File: src/rtl/anneal_run_sequencer.sv
// anneal_run_sequencer: steps the annealing core through INIT, LOAD, ANNEAL,
// SAMPLE and RERUN phases from SPI control-register levels.
// Optional feature macro: SEQ_WATCHDOG_EN (SAMPLE-state timeout into ERR).
module anneal_run_sequencer #(
    parameter int unsigned PRESCALE_DIV   = 1000,
    parameter int unsigned LOAD_TIMEOUT   = 65535,
    parameter int unsigned SAMPLE_TIMEOUT = 4095
) (
    input  logic         i_clk,
    input  logic         i_rst,
    input  logic         ctrl_reset,
    input  logic         ctrl_init,
    input  logic         ctrl_load,
    input  logic         ctrl_run,
    input  logic         ctrl_rerun,
    input  logic [7:0]   run_time_interval,
    input  logic [7:0]   total_run_count,
    input  logic [7:0]   total_rerun_count,
    input  logic [127:0] anneal_sch,
    output logic         init_start,
    input  logic         init_done,
    output logic         load_start,
    input  logic         load_done,
    output logic         anneal_en,
    output logic [7:0]   anneal_step,
    output logic         sample_req,
    input  logic         sample_ack,
    input  logic         fifo_full,
    output logic [7:0]   run_idx,
    output logic [7:0]   rerun_idx,
    output logic         stat_running,
    output logic         stat_sampling,
    output logic         stat_loading_done,
    output logic         stat_error
);

    localparam int unsigned PRE_W   = (PRESCALE_DIV > 1) ? $clog2(PRESCALE_DIV) : 1;
    localparam int unsigned TMO_MAX = (LOAD_TIMEOUT > SAMPLE_TIMEOUT) ? LOAD_TIMEOUT : SAMPLE_TIMEOUT;
    localparam int unsigned TMO_W   = ($clog2(TMO_MAX + 1) > 1) ? $clog2(TMO_MAX + 1) : 1;

    typedef enum logic [2:0] {
        S_IDLE, S_INIT, S_READY, S_LOAD, S_ANNEAL, S_SAMPLE, S_DONE, S_ERR
    } state_t;

    state_t              state_q, state_d;
    logic [3:0]          hist_q;
    logic [3:0]          k_q, k_d;
    logic [PRE_W-1:0]    pre_q, pre_d;
    logic [7:0]          ivl_q, ivl_d;
    logic [TMO_W-1:0]    tmo_q, tmo_d;
    logic [7:0]          run_idx_d, rerun_idx_d;
    logic                loaded_d;
    logic [7:0]          ivl_snap_q, ivl_snap_d;
    logic [7:0]          runs_snap_q, runs_snap_d;
    logic [7:0]          rerun_snap_q, rerun_snap_d;
    logic [15:0][7:0]    sch_snap_q, sch_snap_d;
    logic                init_start_d, load_start_d;
    logic                anneal_en_d, sample_req_d;
    logic [7:0]          anneal_step_d;
    logic                stat_running_d, stat_sampling_d, stat_error_d;
    logic                init_edge, load_edge, run_edge, rerun_edge;
    logic                fresh_run, restart_anneal;

    assign init_edge  = ctrl_init  & ~hist_q[0];
    assign load_edge  = ctrl_load  & ~hist_q[1];
    assign run_edge   = ctrl_run   & ~hist_q[2];
    assign rerun_edge = ctrl_rerun & ~hist_q[3];

    // State, counters, indices, snapshots and control-level history
    always_ff @(posedge i_clk or posedge i_rst) begin
        if (i_rst) begin
            state_q           <= S_IDLE;
            hist_q            <= '0;
            k_q               <= '0;
            pre_q             <= '0;
            ivl_q             <= '0;
            tmo_q             <= '0;
            run_idx           <= '0;
            rerun_idx         <= '0;
            stat_loading_done <= 1'b0;
            ivl_snap_q        <= '0;
            runs_snap_q       <= '0;
            rerun_snap_q      <= '0;
            sch_snap_q        <= '0;
        end else begin
            state_q           <= state_d;
            hist_q            <= {ctrl_rerun, ctrl_run, ctrl_load, ctrl_init};
            k_q               <= k_d;
            pre_q             <= pre_d;
            ivl_q             <= ivl_d;
            tmo_q             <= tmo_d;
            run_idx           <= run_idx_d;
            rerun_idx         <= rerun_idx_d;
            stat_loading_done <= loaded_d;
            ivl_snap_q        <= ivl_snap_d;
            runs_snap_q       <= runs_snap_d;
            rerun_snap_q      <= rerun_snap_d;
            sch_snap_q        <= sch_snap_d;
        end
    end

    // Next-state, counter and snapshot update
    always_comb begin
        state_d        = state_q;
        k_d            = k_q;
        pre_d          = pre_q;
        ivl_d          = ivl_q;
        tmo_d          = tmo_q;
        run_idx_d      = run_idx;
        rerun_idx_d    = rerun_idx;
        loaded_d       = stat_loading_done;
        ivl_snap_d     = ivl_snap_q;
        runs_snap_d    = runs_snap_q;
        rerun_snap_d   = rerun_snap_q;
        sch_snap_d     = sch_snap_q;
        init_start_d   = 1'b0;
        load_start_d   = 1'b0;
        fresh_run      = 1'b0;
        restart_anneal = 1'b0;

        if (ctrl_reset) begin
            state_d     = S_IDLE;
            k_d         = '0;
            pre_d       = '0;
            ivl_d       = '0;
            tmo_d       = '0;
            run_idx_d   = '0;
            rerun_idx_d = '0;
            loaded_d    = 1'b0;
        end else begin
            case (state_q)
                S_IDLE: begin
                    if (init_edge) begin
                        state_d      = S_INIT;
                        init_start_d = 1'b1;
                    end
                end
                S_INIT: begin
                    if (init_done) state_d = S_READY;
                end
                S_READY: begin
                    if (init_edge) begin
                        state_d      = S_INIT;
                        init_start_d = 1'b1;
                    end else if (load_edge) begin
                        state_d      = S_LOAD;
                        load_start_d = 1'b1;
                        tmo_d        = '0;
                        loaded_d     = 1'b0;
                    end else if (run_edge) begin
                        if (stat_loading_done) fresh_run = 1'b1;
                        else                   state_d   = S_ERR;
                    end
                end
                S_LOAD: begin
                    if (load_done) begin
                        state_d  = S_READY;
                        loaded_d = 1'b1;
                    end else if (tmo_q == TMO_W'(LOAD_TIMEOUT - 1)) begin
                        state_d = S_ERR;
                    end else begin
                        tmo_d = tmo_q + TMO_W'(1);
                    end
                end
                S_ANNEAL: begin
                    if (pre_q == PRE_W'(PRESCALE_DIV - 1)) begin
                        pre_d = '0;
                        if (ivl_q == ivl_snap_q - 8'd1) begin
                            ivl_d = '0;
                            if (k_q == 4'd15) begin
                                state_d = S_SAMPLE;
                                tmo_d   = '0;
                            end else begin
                                k_d = k_q + 4'd1;
                            end
                        end else begin
                            ivl_d = ivl_q + 8'd1;
                        end
                    end else begin
                        pre_d = pre_q + PRE_W'(1);
                    end
                end
                S_SAMPLE: begin
                    if (sample_req && sample_ack) begin
                        if ((9'(run_idx) + 9'd1) < 9'(runs_snap_q)) begin
                            run_idx_d      = run_idx + 8'd1;
                            restart_anneal = 1'b1;
                        end else begin
                            state_d = S_DONE;
                        end
`ifdef SEQ_WATCHDOG_EN
                    end else if (tmo_q == TMO_W'(SAMPLE_TIMEOUT - 1)) begin
                        state_d = S_ERR;
                    end else begin
                        tmo_d = tmo_q + TMO_W'(1);
`endif
                    end
                end
                S_DONE: begin
                    if (load_edge) begin
                        state_d      = S_LOAD;
                        load_start_d = 1'b1;
                        tmo_d        = '0;
                        loaded_d     = 1'b0;
                    end else if (run_edge) begin
                        fresh_run = 1'b1;
                    end else if (rerun_edge) begin
                        if (rerun_idx < rerun_snap_q) begin
                            rerun_idx_d    = rerun_idx + 8'd1;
                            run_idx_d      = '0;
                            restart_anneal = 1'b1;
                        end else begin
                            state_d = S_ERR;
                        end
                    end
                end
                S_ERR: begin
                    state_d = S_ERR;
                end
                default: begin
                    state_d = S_IDLE;
                end
            endcase
        end

        // A run edge captures a new snapshot; zero-valued interval/run count act as 1
        if (fresh_run) begin
            ivl_snap_d     = (run_time_interval == 8'd0) ? 8'd1 : run_time_interval;
            runs_snap_d    = (total_run_count == 8'd0) ? 8'd1 : total_run_count;
            rerun_snap_d   = total_rerun_count;
            sch_snap_d     = anneal_sch;
            run_idx_d      = '0;
            rerun_idx_d    = '0;
            restart_anneal = 1'b1;
        end

        if (restart_anneal) begin
            state_d = S_ANNEAL;
            k_d     = '0;
            pre_d   = '0;
            ivl_d   = '0;
        end
    end

    // Output decode from the upcoming state so registered outputs track it
    always_comb begin
        anneal_en_d     = (state_d == S_ANNEAL);
        anneal_step_d   = (state_d == S_ANNEAL) ? sch_snap_d[4'd15 - k_d] : 8'd0;
        sample_req_d    = (state_d == S_SAMPLE) && !fifo_full;
        stat_running_d  = (state_d == S_ANNEAL) || (state_d == S_SAMPLE);
        stat_sampling_d = (state_d == S_SAMPLE);
        stat_error_d    = (state_d == S_ERR);
    end

    // Output registers
    always_ff @(posedge i_clk or posedge i_rst) begin
        if (i_rst) begin
            init_start    <= 1'b0;
            load_start    <= 1'b0;
            anneal_en     <= 1'b0;
            anneal_step   <= '0;
            sample_req    <= 1'b0;
            stat_running  <= 1'b0;
            stat_sampling <= 1'b0;
            stat_error    <= 1'b0;
        end else begin
            init_start    <= init_start_d;
            load_start    <= load_start_d;
            anneal_en     <= anneal_en_d;
            anneal_step   <= anneal_step_d;
            sample_req    <= sample_req_d;
            stat_running  <= stat_running_d;
            stat_sampling <= stat_sampling_d;
            stat_error    <= stat_error_d;
        end
    end

endmodule

File: config.mk
export PLATFORM = sky130hd
export DESIGN_NAME = anneal_run_sequencer
export DESIGN_NICKNAME = d
export VERILOG_FILES = /design/src/rtl/anneal_run_sequencer.sv
export SDC_FILE = /design/constraint.sdc
export NUM_CORES = 1
export LEC_CHECK = 0
export ABC_AREA = 1
export CAP_MARGIN = 20
export CELL_PAD_IN_SITES_DETAIL_PLACEMENT = 0
export CELL_PAD_IN_SITES_GLOBAL_PLACEMENT = 1
export CORE_MARGIN = 10
export CORE_UTILIZATION = 35
export DETAILED_ROUTE_END_ITERATION = 10
export PLACE_DENSITY_LB_ADDON = 0.1
export SLEW_MARGIN = 20
export SYNTH_ARGS = -nofsm -noshare
export SYNTH_HDL_FRONTEND = slang
export SYNTH_SLANG_ARGS = --single-unit
File: constraint.sdc
create_clock -name i_clk -period 7.5 [get_ports i_clk]
set_input_delay 1.5 -clock i_clk [delete_from_list [all_inputs] [get_ports i_clk]]
set_output_delay 1.5 -clock i_clk [all_outputs]
set_load 0.005 [all_outputs]
==> reports/metrics.cfg, run 1 <==
[sta]
skew_ns = 0.0216
slew_headroom_pct = 44.1
drv_slew = 0
rsz0062_at_grt = no
finalSetupViolCount = 0
holdWs_ns = 0.478
fmax_mhz = 225
fin_crit_ns = 4.45
tightestPinTransition_ns = 0.838
tns_ns = 0
finalCritPeriodShare_pct = 59.3
final_hold_viol_count = 0

[placed_design]
dp_cells = 2129
place_congestion = 0.867
place_area_mm2 = 0.0140
dp.final_hpwl_um = 28100
portBuffers = 194

[finish]
syn2layout_area_growth_pct = 27.1
fin_area_mm2 = 0.0149
final_layout_size_suffix_gt1_share_pct = 5.65
diodes = 0
stdcell_count = 2181
layout_commonest_cell = nand2_1
layout.nets = 1897
final_cell_mix = 586 x nand2_1, 229 x dfrtp_1, 194 x clkdlybuf4s50_1, 186 x nand3_1, 122 x inv_1

[critical_path]
start_kind = input pin
crit_arrival_ns = 4.92
cp.required_ns = 7.97
endpoint_kind = flop
reg2reg_depth = 20
worstSetupPathType = input pin to flop
crit_fanout = 53

[die]
ioPinCount = 195
num_rows = 67
dieWidth_um = 203
fp.dieH_um = 203
dieArea_mm2 = 0.0413
initial_core_util_pct = 35.3
design.core.area_mm2 = 0.0333

[drt]
routed.top_layer = met5
wl_um = 38300
wl_per_cell_um = 17.6
vias = 10500
wl_met1_um = 17400
via_per_inst = 4.82
drt-initial-drc-count = 704
wl_met2_um = 18200
met3_length_um = 1750
ant_nets = 0
firstDrtPassIters = 5
drc = 0

[synthesis]
syn_avg_cell_area_um2 = 7.62
ys_seq_area_share_pct = 48.8
synth_cell_types = 43
synth_nets = 1725
synth-seq-cells = 229
synth_area_mm2 = 0.0117
synthCells = 1540
yosys_warnings = 0

[clock_network]
post_cts_buffers = 0
numCtsBuffers = 28
cts.sinks = 229
ctsResizeCount = 0
htreeDepth = 1
cts_tree = yes
path_clk_slew_ns = 0.06
cts_root_buf = clkbuf_16
clkLatencyLatePin_ns = 0.55
holdBufCountCts = 0
clockBufferDepth = 3

[grt]
grt_overflow = 0
grt_pass1_wl_um = 61400
grt_max_degree = 78
grt_pass1_vias = 10800
grt_usage_pct = 18.5
antenna_found_initial = 1

[power]
leakage_uw = 0.00737
power_density_mw_per_mm2 = 198
vdd_drop_max_uv = 154

[run_status]
status = finished, final reports clean

[worst_hold_path]
holdPathStages = 2
holdCritPathClass = flop to flop

[run]
max_cap_viol_count = 0

-- final cells by class --
type,instances,area [um^2]
inverters,132,502
clock inverters,13,108
clock buffers,38,778
well taps,448,561
flip-flops and latches,229,5730
multi-input cells,1114,5180
repair buffers,207,2060
fillers,3405,18400
-- flip-flops by register name, summed over array words and instances (netlist names), 3 cells and up --
| register | count |
|---|---|
| rerun_snap_q | 8 |
| rerun_idx | 8 |
| k_q | 4 |
| state_q | 3 |
| ivl_q | 8 |
| run_idx | 8 |
| anneal_step | 8 |
| ivl_snap_q | 8 |
| pre_q | 10 |
| runs_snap_q | 8 |
| tmo_q | 16 |
| hist_q | 4 |
| sch_snap_q | 128 |
-- metrics by stage --
stage	util, %	power [uW]	setup WS (ns)
floorplan	-	1510	3.01
global placement	42.1	1670	2.54
detailed placement	42.1	1670	2.52
CTS	44.7	2990	3.07
global route	44.8	3100	2.63
finish	44.8	2950	3.05
-- cells by family after synthesis --
group	synth area share, %
simple gates	34.3
flops	48.8
buf+inv	7.12
compound gates	5.66
xor+xnor	1.72
fa+ha+maj	2.34
-- per-layer routing --
metal / track usage [%] / up-vias
li1: - / 5285
met1: 24.4 / 4934
met2: 30.7 / 240
met3: 3.09 / 54
met4: 5.17 / 2
met5: 0 / -
-- worst paths after layout --
| path | slack [ns] | from | end |
|---|---|---|---|
| max | 3.05 | ctrl_load | anneal_step[3] |
| min | 0.48 | sch_snap_q[60] | sch_snap_q[60] |
| max reg2reg | 3.12 | run_idx[0] | anneal_step[3] |
| min reg2reg | 0.48 | sch_snap_q[60] | sch_snap_q[60] |
| max in group asynchronous | 4.98 | i_rst | sch_snap_q[55] |
| min in group asynchronous | 1.28 | i_rst | sch_snap_q[64] |
-- cells in the mapped netlist --
| library cell | n | area [um^2] |
|---|---|---|
| nand4_1 | 18 | 113 |
| nand3_1 | 186 | 931 |
| nor2_1 | 87 | 327 |
| buf_2 | 23 | 115 |
| nor2_2 | 3 | 18.8 |
| a2111oi_0 | 1 | 8.76 |
| o31ai_1 | 1 | 7.51 |
| ha_1 | 22 | 275 |
| a31oi_1 | 2 | 12.5 |
| a21oi_1 | 26 | 130 |
| nand3b_1 | 3 | 22.5 |
| a221oi_1 | 2 | 17.5 |
| nand2_4 | 1 | 11.3 |
| buf_4 | 4 | 30.0 |
| or2_2 | 16 | 100 |
| nor3b_1 | 2 | 15.0 |
| clkinv_1 | 1 | 3.75 |
| nor2_4 | 4 | 45.0 |
| xor2_1 | 20 | 175 |
| nand3_2 | 1 | 10.0 |
| dfrtp_1 | 229 | 5730 |
| a311oi_1 | 1 | 8.76 |
| nand2_1 | 587 | 2200 |
| a211oi_1 | 4 | 30.0 |
| o22ai_1 | 5 | 31.3 |
| a32oi_1 | 1 | 8.76 |
| a41oi_1 | 2 | 17.5 |
| and3_1 | 1 | 6.26 |
| o21ai_0 | 61 | 305 |
| clkbuf_1 | 29 | 109 |
| o21ai_1 | 2 | 10.0 |
| inv_2 | 8 | 30.0 |
| o41ai_1 | 1 | 8.76 |
| nand2_2 | 5 | 31.3 |
| inv_1 | 123 | 462 |
| buf_6 | 7 | 78.8 |
| o21bai_1 | 2 | 15.0 |
| nor3_1 | 27 | 135 |
| o211ai_1 | 2 | 15.0 |
| xnor2_1 | 3 | 26.3 |
| o21a_1 | 5 | 37.5 |
| buf_1 | 2 | 7.51 |
| nor4_1 | 10 | 62.6 |
-- worst max-delay path, cell delays in order --
cell and delay (ns):
clkdlybuf4s50_1 0.49, inv_1 0.05, nor2_2 0.21, inv_1 0.12, nand3_1 0.11, nand2_2 0.10
inv_2 0.09, nand2_4 0.08, nor2_2 0.16, nand2_1 0.08, nand2_2 0.22, buf_4 0.52
nand2_2 0.31, inv_2 0.42, nand3_1 0.16, nand3_1 0.10, nand2_1 0.07, nor2_1 0.10
-- where the power goes --
| part | internal [uW] | switching, uW | total [uW] |
|---|---|---|---|
| Combinational | 147 | 171 | 319 |
| Clock | 761 | 547 | 1310 |
| Sequential | 1300 | 25.3 | 1330 |
| Total | 2210 | 743 | 2950 |
No activity file was read; power rests on OpenSTA's default activity.
==> run 2: changes to the inputs <==
Clock period 7.5 ns to 3.7 ns, I/O delays scaled along.
==> run 2 against run 1 <==
- setup slack got worse by 2.7 ns
- critical path depth rose by 2
- global-route usage is 0.36 points lower
- largest power group is now the clock network
- critical endpoint is now anneal_step[0]
- largest cell class unchanged
==> reports/metrics.cfg, run 2 (synthesized netlist as in run 1, its figures left out) <==
[run_status]
status = finished, final reports clean

[power]
power_density_mw_per_mm2 = 401  ; +100%
leakage_uw = 0.00752  ; +2.1%
power_uw = 6110  ; +110%
vdd_drop_max_uv = 372  ; +140%

[die]
initial_core_util_pct = 35.3  ; unchanged
design.core.area_mm2 = 0.0333  ; unchanged
dieWidth_um = 203  ; unchanged
dieArea_mm2 = 0.0413  ; unchanged
ioPinCount = 195  ; unchanged
fp.dieH_um = 203  ; unchanged
num_rows = 67  ; unchanged

[grt]
grt_overflow = 0  ; unchanged
antenna_found_initial = 2  ; +1
grt_usage_pct = 18.1  ; -0.36 points
grt_pass1_vias = 10700  ; -0.95%
grt_pass1_wl_um = 60200  ; -1.9%
grt_max_degree = 74  ; -5.1%

[placed_design]
place_area_mm2 = 0.0143  ; +2.0%
dp.final_hpwl_um = 28600  ; +1.8%
portBuffers = 194  ; unchanged
place_congestion = 0.848  ; -2.2%
dp_slack_ns = 0.168  ; -2.35 ns

[finish]
seqCellArea_mm2 = 0.00573  ; about the same
layout.nets = 1917  ; +1.1%
layout_commonest_cell = nand2_1
final_layout_size_suffix_gt1_share_pct = 6.86  ; +1.2 points
final_cell_mix = 586 x nand2_1, 228 x dfrtp_1, 194 x clkdlybuf4s50_1, 186 x nand3_1, 122 x inv_1
largest-register = sch_snap_q
multi_input_area_mm2 = 0.00519  ; +0.19%
diodes = 0  ; unchanged
syn2layout_area_growth_pct = 29.8
fin_area_mm2 = 0.0152  ; +2.1%
reg_top3 = sch_snap_q x128, tmo_q x16, pre_q x10
fillers = 3388  ; -0.50%
largest_register_ffs = 128  ; unchanged

[drt]
firstDrtPassIters = 7  ; +2
drc = 0  ; unchanged
via_per_inst = 4.77  ; -1.0%
wl_um = 38000  ; -0.78%
vias = 10500  ; -0.31%
wl_per_cell_um = 17.3  ; -1.5%
drt-initial-drc-count = 657  ; -6.7%
ant_nets = 0  ; unchanged

[sta]
tightestPinTransition_ns = 0.831  ; -0.00665 ns
fmax_mhz = 297
finalCritPeriodShare_pct = 91.0
slew_headroom_pct = 44.5  ; +0.33 points
fin_crit_ns = 3.37
finalSetupViolCount = 0  ; unchanged
drv_slew = 0  ; unchanged
rsz0062_at_grt = no
setup_slack_ns = 0.334  ; -2.71 ns
final_hold_viol_count = 0  ; unchanged
skew_ns = 0.0226  ; +0.000993 ns

[critical_path]
crit_chain = ha_1, nand2_1, nor2_2, xor2_1, inv_1, ha_1, a21oi_1, o21a_1, nor2_1, nor2_1, nand3_1, nand2_1, nand2_2, nand3_1, buf_4, nand3_1, nand3_1, nand3_1, nand2_1, nor2_1
endpoint_kind = flop
crit_start = run_idx[0]
timing.rr.start = run_idx[0]
critical-path-max-stage-delay_ns = 0.40  ; -0.12 ns
endpoint = anneal_step[0]
crit_cells = 20  ; +2
reg2reg_depth = 20  ; unchanged
r2r_slack_ns = 0.33  ; -2.79 ns
cp.required_ns = 4.13  ; -3.84 ns
worstSetupPathType = flop to flop
crit_top_cell = nand3_1
path_buf_inv = 2  ; -4
cp_slowest_cell = dfrtp_2
start_kind = flop
reg2reg_to = anneal_step[0]
path_delay_family = simple AND/OR/NAND/NOR gates
crit_arrival_ns = 3.80  ; -1.12 ns
crit_fanout = 32  ; -40%

[clock_network]
clkLatencyLatePin_ns = 0.54  ; about the same
path_clk_slew_ns = 0.06  ; about the same
htreeDepth = 1  ; unchanged
cts_root_buf = clkbuf_16
clockBufferDepth = 3  ; unchanged
numCtsBuffers = 26  ; -7.1%
cts_tree = yes
cts.sinks = 229  ; unchanged
holdBufCountCts = 0  ; unchanged

[worst_hold_path]
holdCritPathClass = flop to flop
holdPathStages = 2  ; unchanged

[run]
max_cap_viol_count = 0  ; unchanged

-- run 2: worst min-delay path by stage --
stage                    start              end  slack (ns)
6_report       sch_snap_q[120]  sch_snap_q[120]        0.48
3_5_place_dp   sch_snap_q[113]  sch_snap_q[113]        0.46
4_1_cts        sch_snap_q[113]  sch_snap_q[113]        0.48
3_3_place_gp    sch_snap_q[31]   sch_snap_q[31]        0.46
5_1_grt         sch_snap_q[84]   sch_snap_q[84]        0.51
2_1_floorplan  sch_snap_q[104]  sch_snap_q[104]        0.44
-- run 2: power by group --
part / switching (uW) / internal (uW) / total [uW]
registers: 50.9 / 2640 / 2690
clock network: 1070 / 1690 / 2750
logic: 352 / 314 / 666
total: 1470 / 4630 / 6110
-- run 2: worst reg2reg max path: stages (launching register included) --
cell and delay, ns:
dfrtp_2 0.40, ha_1 0.19, nand2_1 0.07, nor2_2 0.17, xor2_1 0.20, inv_1 0.06
ha_1 0.28, a21oi_1 0.17, o21a_1 0.15, nor2_1 0.04, nor2_1 0.11, nand3_1 0.14
nand2_1 0.10, nand2_2 0.12, nand3_1 0.15, buf_4 0.36, nand3_1 0.24, nand3_1 0.13
nand3_1 0.08, nand2_1 0.06, nor2_1 0.03
-- run 2: through the flow --
stage / std cells / TNS (ns) / hold slack [ns] / util, %
after global placement: 2149 / 0 / 0.461 / 42.9
after detailed placement: 2149 / 0 / 0.463 / 42.9
after CTS: 2194 / 0 / 0.479 / 45.6
after global routing: 2197 / 0 / 0.507 / 45.8
after floorplan: 1540 / -7.78 / 0.445 / -
final: 2197 / 0 / 0.478 / 45.8
-- run 2: final cells by class --
| type | instances | share of cell area [%] |
|---|---|---|
| Clock inverter | 8 | 0.772 |
| Multi-Input combinational cell | 1114 | 34.1 |
| Tap cell | 448 | 3.68 |
| Timing Repair Buffer | 229 | 15.3 |
| Clock buffer | 37 | 5.21 |
| Inverter | 132 | 3.34 |
| Sequential cell | 229 | 37.6 |
-- run 2: what timing repair did --
action,CTS,global route
gates resized for setup,0,8
endpoints found under the hold margin,0,0
buffers inserted,0,3
endpoints found under the setup margin,0,9
-- run 2: per-layer routing --
layer / up-vias / routed length (um) / track usage [%]
met5: - / 27 / 0
met4: 4 / 609 / 3.60
met3: 45 / 1790 / 3.62
met2: 210 / 17900 / 29.9
met1: 4904 / 17700 / 24.3
li1: 5319 / - / -
==> run 3: changes to the inputs <==
--- a/config.mk
+++ b/config.mk
@@ -11,6 +11,7 @@
 export CELL_PAD_IN_SITES_GLOBAL_PLACEMENT = 1
 export CORE_MARGIN = 10
-export CORE_UTILIZATION = 35
+export CORE_UTILIZATION = 42
 export DETAILED_ROUTE_END_ITERATION = 10
+export DONT_BUFFER_PORTS = 1
 export PLACE_DENSITY_LB_ADDON = 0.1
 export SLEW_MARGIN = 20
==> constraint.sdc (replaced) <==
create_clock -name i_clk -period 3.7 [get_ports i_clk]
set_input_delay 0.74 -clock i_clk [delete_from_list [all_inputs] [get_ports i_clk]]
set_output_delay 0.74 -clock i_clk [all_outputs]
set_load 0.05 [all_outputs]
==> run 3 against run 2 <==
- clock skew down 0.0023 ns
- clock power up 7%
- clock-buffer cell count unchanged
- sequential power about the same
- first-iteration DRC count up 19%
- critical endpoint is now anneal_step[4]
- highest routed layer is now met4
==> reports/metrics.cfg, run 3 (synthesized netlist as in run 1, its figures left out) <==
[placed_design]
dp_slack_ns = 0.179  ; +0.0114 ns
place_congestion = 0.896  ; +5.6%
place_area_mm2 = 0.0123  ; -14%
dp.final_hpwl_um = 26400  ; -7.5%
portBuffers = 0  ; -100%

[die]
design.core.area_mm2 = 0.0277  ; -17%
num_rows = 61  ; -9.0%
ioPinCount = 195  ; unchanged
fp.dieH_um = 187  ; -7.9%
initial_core_util_pct = 42.4  ; +7.1 points
dieWidth_um = 187  ; -7.9%
dieArea_mm2 = 0.0350  ; -15%

[power]
combPwrFrac_pct = 8.2  ; -2.7 points
power_uw = 6120  ; +0.25%
vdd_drop_max_uv = 277  ; -26%
pwr-share-clk_pct = 47.9  ; +2.8 points
power_switching_uw = 1490  ; +1.5%
p_sw_share_pct = 24.4  ; +0.31 points
seq_power_share_pct = 44.0  ; about the same
p_int_uw = 4630  ; -0.16%
leakage_uw = 0.00685  ; -9.0%
power_density_mw_per_mm2 = 459  ; +15%

[finish]
layout_commonest_cell = nand2_1
final_cell_mix = 586 x nand2_1, 228 x dfrtp_1, 186 x nand3_1, 122 x inv_1, 86 x nor2_1
reg_top3 = sch_snap_q x128, tmo_q x16, pre_q x10
final_util_pct = 48.1  ; +2.3 points
largest-register = sch_snap_q
final_layout_size_suffix_gt1_share_pct = 8.12  ; +1.3 points
fin_area_mm2 = 0.0133  ; -13%
layout.nets = 1728  ; -9.9%
syn2layout_area_growth_pct = 13.5
largest_register_ffs = 128  ; unchanged

[grt]
grt_pass1_wl_um = 56000  ; -7.0%
grt_max_degree = 145  ; +96%
antenna_found_initial = 3  ; +1
grt_overflow = 0  ; unchanged
grt_usage_pct = 19.7  ; +1.6 points
grt_pass1_vias = 9972  ; -7.1%

[drt]
drc = 0  ; unchanged
drt-initial-drc-count = 779  ; +19%
ant_nets = 0  ; unchanged
firstDrtPassIters = 5  ; -2
wl_um = 35500  ; -6.6%
vias = 9936  ; -5.2%
wl_per_cell_um = 18.3  ; +5.6%
via_per_inst = 5.11  ; +7.1%

[sta]
fin_crit_ns = 3.30  ; -0.0667 ns
holdWs_ns = 0.105  ; -0.373 ns
finalSetupViolCount = 0  ; unchanged
skew_ns = 0.0203  ; -0.00232 ns
rsz0062_at_grt = no
fmax_mhz = 303  ; +2.0%
setup_slack_ns = 0.401  ; +0.0667 ns
finalCritPeriodShare_pct = 89.2  ; -1.8 points
drv_slew = 0  ; unchanged
tightestPinTransition_ns = 0.718  ; -0.114 ns
final_hold_viol_count = 0  ; unchanged
slew_headroom_pct = 52.2  ; +7.7 points

[clock_network]
htreeDepth = 1  ; unchanged
clockBufferDepth = 3  ; unchanged
clkLatencyLatePin_ns = 0.55  ; about the same
cts_root_buf = clkbuf_16
cts.sinks = 229  ; unchanged
cts_tree = yes
holdBufCountCts = 0  ; unchanged
post_cts_buffers = 0  ; unchanged
numCtsBuffers = 28  ; +7.7%
ctsResizeCount = 0  ; unchanged
path_clk_slew_ns = 0.06  ; about the same

[critical_path]
worstSetupPathType = flop to flop
path_delay_family = simple AND/OR/NAND/NOR gates
critical-path-max-stage-delay_ns = 0.40  ; about the same
cp.required_ns = 4.15  ; +0.02 ns
endpoint_kind = flop
crit_fanout = 39  ; +22%
path_buf_inv = 2  ; unchanged
cp_slowest_cell = dfrtp_2
crit_arrival_ns = 3.75  ; -0.05 ns
crit_chain = ha_1, nand2_1, nor2_2, nand3_1, xor2_1, inv_1, ha_1, nand2_1, nand3b_1, nand3b_1, nand3_1, nand2_1, nand2_4, nand3_2, buf_12, nand2_1, nand3_1, nand3_1, nand3_1, nand2_1, nor2_1
start_kind = flop

[run_status]
status = finished, final reports clean

[run]
max_cap_viol_count = 0  ; unchanged

[worst_hold_path]
holdCritPathClass = input pin to async pin

-- run 3: through the flow --
| step | std cells | TNS, ns |
|---|---|---|
| after floorplan | 1540 | -7.78 |
| after global placement | 1890 | 0 |
| after detailed placement | 1890 | 0 |
| after CTS | 1941 | 0 |
| after global routing | 1942 | 0 |
| final | 1945 | 0 |
-- run 3: per-layer routing --
| metal | routed length, um | track usage (%) | part of all wire, % |
|---|---|---|---|
| met5 | 0 | 0 | 0 |
| met4 | 894 | 4.71 | 2.5 |
| met3 | 2310 | 4.74 | 6.5 |
| met2 | 16700 | 32.4 | 47 |
| met1 | 15600 | 25.7 | 44 |
-- run 3: final timing paths --
kind / start / to / slack, ns / depth (start not counted)
max reg2reg: run_idx[0] / anneal_step[4] / 0.40 / 21
min: i_rst / sch_snap_q[100] / 0.10 / 1
min in group i_clk: ctrl_load / hist_q[1] / 0.22 / 0
max in group asynchronous: i_rst / rerun_idx[7] / 2.82 / 2
max: run_idx[0] / anneal_step[4] / 0.40 / 21
min reg2reg: sch_snap_q[44] / sch_snap_q[44] / 0.48 / 2
-- run 3: layout make-up --
type	count	area [um^2]
Fill cell	2774	14400
Sequential cell	229	5730
Multi-Input combinational cell	1114	5190
Clock buffer	37	785
Inverter	132	504
Tap cell	378	473
Timing Repair Buffer	38	423
Clock inverter	14	209
Antenna cell	3	7.51
-- run 3: power groups by stage --
stage	sequential [uW]	clock (uW)	combinational, uW
finish	2690	2930	501
global route	2700	3100	577
CTS	2690	2990	506
detailed placement	2730	0	503
global placement	2730	0	500
floorplan	2740	0	339
-- run 3: worst register-to-register path, stage by stage, from the launching register on --
cell	delay [ns]
dfrtp_2	0.40
ha_1	0.19
nand2_1	0.07
nor2_2	0.16
nand3_1	0.11
xor2_1	0.17
inv_1	0.06
ha_1	0.29
nand2_1	0.05
nand3b_1	0.17
nand3b_1	0.20
nand3_1	0.14
nand2_1	0.10
nand2_4	0.17
nand3_2	0.18
buf_12	0.22
nand2_1	0.15
nand3_1	0.09
nand3_1	0.11
nand3_1	0.08
nand2_1	0.06
nor2_1	0.04
